===== src/rtl/mips16_pkg.sv =====
// Shared constants and state encoding for the MIPS16 image loader.
// The stream carries the instruction image, the data image, two in_val words and a checksum word.
package mips16_pkg;

    localparam int WIDTH      = 16;
    localparam int DEPTH      = 24;
    localparam int STREAM_LEN = 2 * DEPTH + 3;

    typedef enum logic [2:0] {
        IDLE,
        LD_INSTR,
        LD_DATA,
        LD_VAL,
        LD_SUM,
        RUN,
        ERROR
    } state_e;

endpackage


===== src/rtl/mips16_if.sv =====
// Valid/ready word stream from the image source into the loader.
interface mips16_if #(
    parameter int WIDTH = mips16_pkg::WIDTH
);

    logic             s_valid;
    logic [WIDTH-1:0] s_data;
    logic             s_ready;

    modport master (output s_valid, output s_data, input s_ready);
    modport slave  (input s_valid, input s_data, output s_ready);

endinterface


===== src/rtl/mips16_ld_ctr.sv =====
// Word index within the current stream region.
// It returns to zero on the word that completes the region, so it never wraps inside a region.
module mips16_ld_ctr #(
    parameter int CW = 5
) (
    input  logic          clk,
    input  logic          rst,
    input  logic          clear,
    input  logic          inc,
    input  logic [CW-1:0] limit,
    output logic [CW-1:0] idx,
    output logic          done
);

    logic [CW-1:0] idx_q, idx_d;

    assign done = inc && (idx_q == limit - CW'(1));
    assign idx  = idx_q;

    always_comb begin
        idx_d = idx_q;
        if (clear) begin
            idx_d = '0;
        end else if (inc) begin
            idx_d = done ? '0 : idx_q + CW'(1);
        end
    end

    always_ff @(posedge clk or negedge rst) begin
        if (!rst) begin
            idx_q <= '0;
        end else begin
            idx_q <= idx_d;
        end
    end

endmodule


===== src/rtl/mips16_image_loader.sv =====
// Loads instruction/data images and an initial register value from a word stream.
// The CPU core is released only after the checksum word matches the running sum.
module mips16_image_loader #(
    parameter int WIDTH = mips16_pkg::WIDTH,
    parameter int DEPTH = mips16_pkg::DEPTH
) (
    input  logic                   clk,
    input  logic                   rst,
    input  logic                   start,
    mips16_if.slave                s_if,
    output logic [WIDTH*DEPTH-1:0] in_instr,
    output logic [WIDTH*DEPTH-1:0] in_data,
    output logic [2*WIDTH-1:0]     in_val,
    output logic                   cpu_rst,
    output logic                   busy,
    output logic                   err,
    output logic [15:0]            run_cnt
);

    import mips16_pkg::*;

    state_e                 state_q, state_d;
    logic [WIDTH*DEPTH-1:0] in_instr_q, in_instr_d;
    logic [WIDTH*DEPTH-1:0] in_data_q, in_data_d;
    logic [2*WIDTH-1:0]     in_val_q, in_val_d;
    logic [15:0]            sum_q, sum_d;
    logic [15:0]            run_cnt_q, run_cnt_d;
    logic                   err_q, err_d;
    logic                   loading;
    logic                   accept;
    logic                   region_done;
    logic [4:0]             idx;
    logic [4:0]             limit;
    logic [15:0]            word16;

    assign loading = state_q inside {LD_INSTR, LD_DATA, LD_VAL, LD_SUM};
    assign accept  = loading && s_if.s_valid;
    assign word16  = 16'(s_if.s_data);

    always_comb begin
        limit = 5'd1;
        unique case (state_q)
            LD_INSTR, LD_DATA: limit = 5'(DEPTH);
            LD_VAL:            limit = 5'd2;
            default:           limit = 5'd1;
        endcase
    end

    // A start pulse restarts the index even if a word is offered in the same cycle.
    mips16_ld_ctr #(.CW(5)) u_ctr (
        .clk   (clk),
        .rst   (rst),
        .clear (start),
        .inc   (accept && !start),
        .limit (limit),
        .idx   (idx),
        .done  (region_done)
    );

    always_comb begin
        state_d    = state_q;
        in_instr_d = in_instr_q;
        in_data_d  = in_data_q;
        in_val_d   = in_val_q;
        sum_d      = sum_q;
        run_cnt_d  = run_cnt_q;
        err_d      = err_q;
        if (start) begin
            state_d   = LD_INSTR;
            sum_d     = '0;
            run_cnt_d = '0;
            err_d     = 1'b0;
        end else begin
            unique case (state_q)
                LD_INSTR: if (accept) begin
                    in_instr_d[(DEPTH-1-int'(idx))*WIDTH +: WIDTH] = s_if.s_data;
                    sum_d = sum_q + word16;
                    if (region_done) state_d = LD_DATA;
                end
                LD_DATA: if (accept) begin
                    in_data_d[(DEPTH-1-int'(idx))*WIDTH +: WIDTH] = s_if.s_data;
                    sum_d = sum_q + word16;
                    if (region_done) state_d = LD_VAL;
                end
                LD_VAL: if (accept) begin
                    in_val_d[(1-int'(idx))*WIDTH +: WIDTH] = s_if.s_data;
                    sum_d = sum_q + word16;
                    if (region_done) state_d = LD_SUM;
                end
                LD_SUM: if (accept) begin
                    if (word16 == sum_q) begin
                        state_d = RUN;
                    end else begin
                        state_d = ERROR;
                        err_d   = 1'b1;
                    end
                end
                RUN: if (run_cnt_q != 16'hFFFF) run_cnt_d = run_cnt_q + 16'd1;
                default: ;
            endcase
        end
    end

    always_ff @(posedge clk or negedge rst) begin
        if (!rst) begin
            state_q    <= IDLE;
            in_instr_q <= '0;
            in_data_q  <= '0;
            in_val_q   <= '0;
            sum_q      <= '0;
            run_cnt_q  <= '0;
            err_q      <= 1'b0;
        end else begin
            state_q    <= state_d;
            in_instr_q <= in_instr_d;
            in_data_q  <= in_data_d;
            in_val_q   <= in_val_d;
            sum_q      <= sum_d;
            run_cnt_q  <= run_cnt_d;
            err_q      <= err_d;
        end
    end

    assign s_if.s_ready = loading;
    assign busy         = loading;
    assign cpu_rst      = (state_q == RUN);
    assign err          = err_q;
    assign run_cnt      = run_cnt_q;
    assign in_instr     = in_instr_q;
    assign in_data      = in_data_q;
    assign in_val       = in_val_q;

endmodule


===== src/flat_wrapper.sv =====
// flat-port wrapper written by rule: the top's interface ports become plain ports
module mips16_image_loader_flat import mips16_pkg::*;
#(
    parameter int WIDTH = mips16_pkg::WIDTH,
    parameter int DEPTH = mips16_pkg::DEPTH
)
  (clk, rst, start, in_instr, in_data, in_val, cpu_rst, busy, err, run_cnt, s_if_s_valid, s_if_s_data, s_if_s_ready);
  mips16_if #(.WIDTH(WIDTH)) s_if_i ();
  input  logic clk;
  input  logic rst;
  input  logic start;
  output logic [WIDTH*DEPTH-1:0] in_instr;
  output logic [WIDTH*DEPTH-1:0] in_data;
  output logic [2*WIDTH-1:0] in_val;
  output logic cpu_rst;
  output logic busy;
  output logic err;
  output logic [15:0] run_cnt;
  input wire logic [$bits(s_if_i.s_valid)-1:0] s_if_s_valid;
  input wire logic [$bits(s_if_i.s_data)-1:0] s_if_s_data;
  output wire logic [$bits(s_if_i.s_ready)-1:0] s_if_s_ready;
  assign s_if_i.s_valid = s_if_s_valid;
  assign s_if_i.s_data = s_if_s_data;
  assign s_if_s_ready = s_if_i.s_ready;
  mips16_image_loader #(.WIDTH(WIDTH), .DEPTH(DEPTH)) u_core (.clk(clk), .rst(rst), .start(start), .s_if(s_if_i), .in_instr(in_instr), .in_data(in_data), .in_val(in_val), .cpu_rst(cpu_rst), .busy(busy), .err(err), .run_cnt(run_cnt));
endmodule

===== config.mk =====
export PLATFORM = sky130hd
export DESIGN_NAME = mips16_image_loader_flat
export DESIGN_NICKNAME = d
export VERILOG_FILES = /design/src/rtl/mips16_pkg.sv /design/src/rtl/mips16_if.sv /design/src/rtl/mips16_ld_ctr.sv /design/src/rtl/mips16_image_loader.sv /design/src/flat_wrapper.sv
export SDC_FILE = /design/constraint.sdc
export NUM_CORES = 1
export LEC_CHECK = 0
export ABC_CLOCK_PERIOD_IN_PS = 3500
export CORE_MARGIN = 2
export CORE_UTILIZATION = 25
export CTS_CLUSTER_DIAMETER = 200
export DETAILED_ROUTE_END_ITERATION = 16
export SLEW_MARGIN = 5
export SYNTH_ARGS = -nofsm -noshare
export SYNTH_HDL_FRONTEND = slang
export SYNTH_HIERARCHICAL = 1
export SYNTH_SLANG_ARGS = --single-unit

===== constraint.sdc =====
create_clock -name clk -period 3.5 [get_ports clk]
set_input_delay 0.7 -clock clk [delete_from_list [all_inputs] [get_ports clk]]
set_output_delay 0.7 -clock clk [all_outputs]
set_load 0.005 [all_outputs]

==> out/results.tsv <==
stage	metric	value	unit
setup_path	Worst Reg-to-Reg Cells	11	
floorplan	Initial Utilization	0.2526	
clocking	TritonCTS Buffers	95	
routing	via count	24940	
logic_synthesis	Mapped Cells	2632	
floorplan	num ports	840	
floorplan	Die W	371.7	um
routing	Iteration-0 DRC Markers	1497	
logic_synthesis	Ys Warns	6	
setup_path	slowest cell on the critical path	or4_4	
timing	Max-slew headroom	0.3509	
timing	Slew Viols, Final	0	
routing	WL final	139100	um
logic_synthesis	most frequent cell after synthesis	dfrtp_1	
layout	final cell count without fillers	5474	
timing	fmax	0.2791	GHz
floorplan	Rows	134	
layout	synthesis-to-layout area growth	46.02	%
timing	setup ws final	-83.37	ps
outcome	violated checks	negative setup slack	
setup_path	crit-path cells	or4_4 > nand2_4 > nand3_4 > ha_4 > or4b_4 > or4_4 > a21oi_4 > buf_6 > o2111ai_4 > buf_12 > mux2_4	
setup_path	crit path from	u_core/u_ctr/idx[2]$_DFFE_PN0P_	
floorplan	die height	371.7	um
logic_synthesis	Mean Syn Cell Area	12.84	um^2
timing	RSZ-0062 raised after global routing	yes	
setup_path	Setup CP Type	reg2reg	
timing	Slew @ Worst Pin	973.6	ps
setup_path	Most Frequent Cell on Critical Path	or4_4	
global_routing	total congestion overflow	0	
setup_path	worst reg-to-reg setup slack	-80	ps
timing	crit path time final	3583	ps
power	Psw	5.226	mW
setup_path	worst endpoint data arrival time	4150	ps
layout	Layout Nets	3690	
setup_path	Crit path buffers/inverters	2	
timing	fin crit share	1.024	
global_routing	initial antenna violation count	15	
logic_synthesis	Yosys top cell by area	dfrtp_1	
power	sequential power share	0.463	
clocking	maximum clock insertion buffer count	3	
logic_synthesis	ys flop type	dfrtp_1	
place	GPL Wtd Cong	0.8479	
power	clock network power share	0.472	
layout	share of layout cells above drive strength 1	0.2636	
routing	DRT Pass-1 Iters	5	
power	Power Dens Cells	433.5	nW/um^2
outcome	run status	complete, but fails checks	
place	pre-CTS WS	-117.5	ps
setup_path	Worst setup EP type	flop	
clocking	Num Clock Sinks	841	
routing	post-DR vias/cell	4.557	
clocking	CTS tree	yes	
setup_path	delay-heaviest family, CP	simple AND/OR/NAND/NOR gates	
power	Pleak	22.62	nW
setup_path	CP startpoint kind	flop	
place	placed instance count	5293	
setup_path	R2R Path Start	u_core/u_ctr/idx[2]$_DFFE_PN0P_	
power	combinational power share	0.065	
floorplan	die area	138200	um^2
layout	# fillers	13100	
logic_synthesis	top-area cell type share of the netlist area	0.6226	
clocking	H-tree depth	3	
timing	Fin. Hold Viols	0	
power	Net Sw Frac	0.2443	
global_routing	first-pass GRT wire length	194000	um
routing	DRC	0	
logic_synthesis	most area-consuming cells after synthesis	dfrtp_1 (62%), mux2_2 (18%), nand2_1 (3.9%)	
setup_path	CP max FO	5	
layout	Layout Utilization	0.3689	
routing	Final ANT Viol Nets	0	
place	DP HPWL	101600	um
flow_run	Max Cap Viol	0	
clocking	Worst-path clk slew	60	ps
logic_synthesis	Unique masters post-synth	66	
logic_synthesis	top cells by count, synth	dfrtp_1 (841), mux2_2 (552), nand2_1 (352), o21ai_0 (249), nor2_1 (118)	
place	# port buffers	839	
power	Internal	16.17	mW
clocking	hold_buf cts	0	
logic_synthesis	Synth Register Bits	841	
logic_synthesis	sequential element share of the synthesized area	0.6226	
setup_path	Max stage delay on crit path	560	ps
timing	skew final	29.73	ps
global_routing	number of global-route vias before repair	25890	
hold_path	Worst Hold Class	in2async	
logic_synthesis	Cell Area, Synth	33800	um^2
power	Max VDD drop	0.0004265	V
global_routing	total track usage	0.1961	
global_routing	largest net degree at the start of global routing	98	
setup_path	RR Endpoint	u_core/in_val[27]$_DFFE_PN0P_	
floorplan	Core Region	133800	um^2
logic_synthesis	ys async rst share	1.000	
routing	DR WL/cell	25.41	um
clocking	clock latency on the worst-skew pair	710	ps
timing	final setup fails	12	
setup_path	CP required	4070	ps
clocking	root buf cell	clkbuf_16	
logic_synthesis	number of flops mapped to enable cells by yosys	0	
## how the worst max path moves through the flow
stage	to	slack (ps)	cells past startpoint
2_1_floorplan	u_core/in_val[12]$_DFFE_PN0P_	2	12
3_3_place_gp	u_core/in_val[14]$_DFFE_PN0P_	-70	13
3_5_place_dp	u_core/in_val[12]$_DFFE_PN0P_	-120	13
4_1_cts	u_core/in_val[27]$_DFFE_PN0P_	-20	11
5_1_grt	u_core/in_val[27]$_DFFE_PN0P_	-190	13
6_report	u_core/in_val[27]$_DFFE_PN0P_	-80	11
## power groups by stage
stage               clock (mW)  sequential (mW)  combinational, mW
global placement             0             10.1               1.38
finish                    10.1             9.90               1.40
CTS                       10.4             9.90               1.41
global route              10.8             9.90               1.53
detailed placement           0             10.1               1.40
floorplan                    0             10.1              0.492
## registers in the layout, summed over array words and instances (netlist names)
| register | cells |
|---|---|
| u_core/err | 1 |
| u_core/in_data | 384 |
| u_core/in_instr | 384 |
| u_core/in_val | 32 |
| u_core/run_cnt | 16 |
| u_core/state_q | 3 |
| u_core/sum_q | 16 |
| u_core/u_ctr/idx | 5 |
## what timing repair did
item | CTS | global route
endpoints found under the setup margin | 15 | 181
hold endpoints to repair | 0 | 0
cloned | 0 | 2
resized for setup | 4 | 44
buffers inserted | 2 | 4
pin swaps | 1 | 12
## metrics by stage
| step | hold WS (ps) | instance area [um^2] | power (mW) | TNS (ps) |
|---|---|---|---|---|
| after floorplan | 404.4 | 33850 | 10.56 | 0 |
| after global placement | 461.2 | 45920 | 11.45 | -440.4 |
| after detailed placement | 469.3 | 45920 | 11.47 | -983.1 |
| after CTS | 15.99 | 49110 | 21.68 | -34.48 |
| after global routing | 31.08 | 49350 | 22.19 | -3513 |
| final | 21.31 | 49350 | 21.39 | -571.2 |
## kinds of logic after synthesis
| logic type | synth area share |
|---|---|
| simple gates | 0.09080 |
| compound gates | 0.05242 |
| xor+xnor | 0.01218 |
| other cells | 0.0001109 |
| buf+inv | 0.01895 |
| fa+ha+maj | 0.01525 |
| mux | 0.1876 |
| flops | 0.6226 |
## placed cells by master (no fill, tap or decap), types with 25 or more instances in the layout
cell type / netlist / routed
dfrtp_1: 841 / 837
clkdlybuf4s50_1: 0 / 830
mux2_2: 552 / 552
nand2_1: 352 / 346
o21ai_0: 249 / 240
buf_4: 6 / 140
nor2_1: 118 / 116
clkbuf_16: 0 / 98
buf_12: 0 / 50
and2_1: 43 / 39
ha_1: 38 / 34
clkbuf_8: 0 / 27
and3_1: 28 / 26
xnor2_1: 29 / 25
## final cells by class
class | count | area [um^2] | share of cell area
Clock inverter | 30 | 320.3 | 0.006490
Sequential cell | 841 | 21050 | 0.4265
Tap cell | 1768 | 2212 | 0.04482
Multi-Input combinational cell | 1643 | 12360 | 0.2504
Inverter | 14 | 52.55 | 0.001065
Clock buffer | 140 | 2838 | 0.05750
Timing Repair Buffer | 1035 | 10510 | 0.2130
Antenna cell | 3 | 7.507 | 0.0001521
## routing by layer
metal,GRT usage,wire (um),vias to the layer above
met5,0,97,-
met4,0.06010,3849,14
met3,0.05120,9186,192
met2,0.3309,68020,754
met1,0.2446,57960,12850
li1,-,-,11130
No activity file was read; power rests on OpenSTA's default activity.
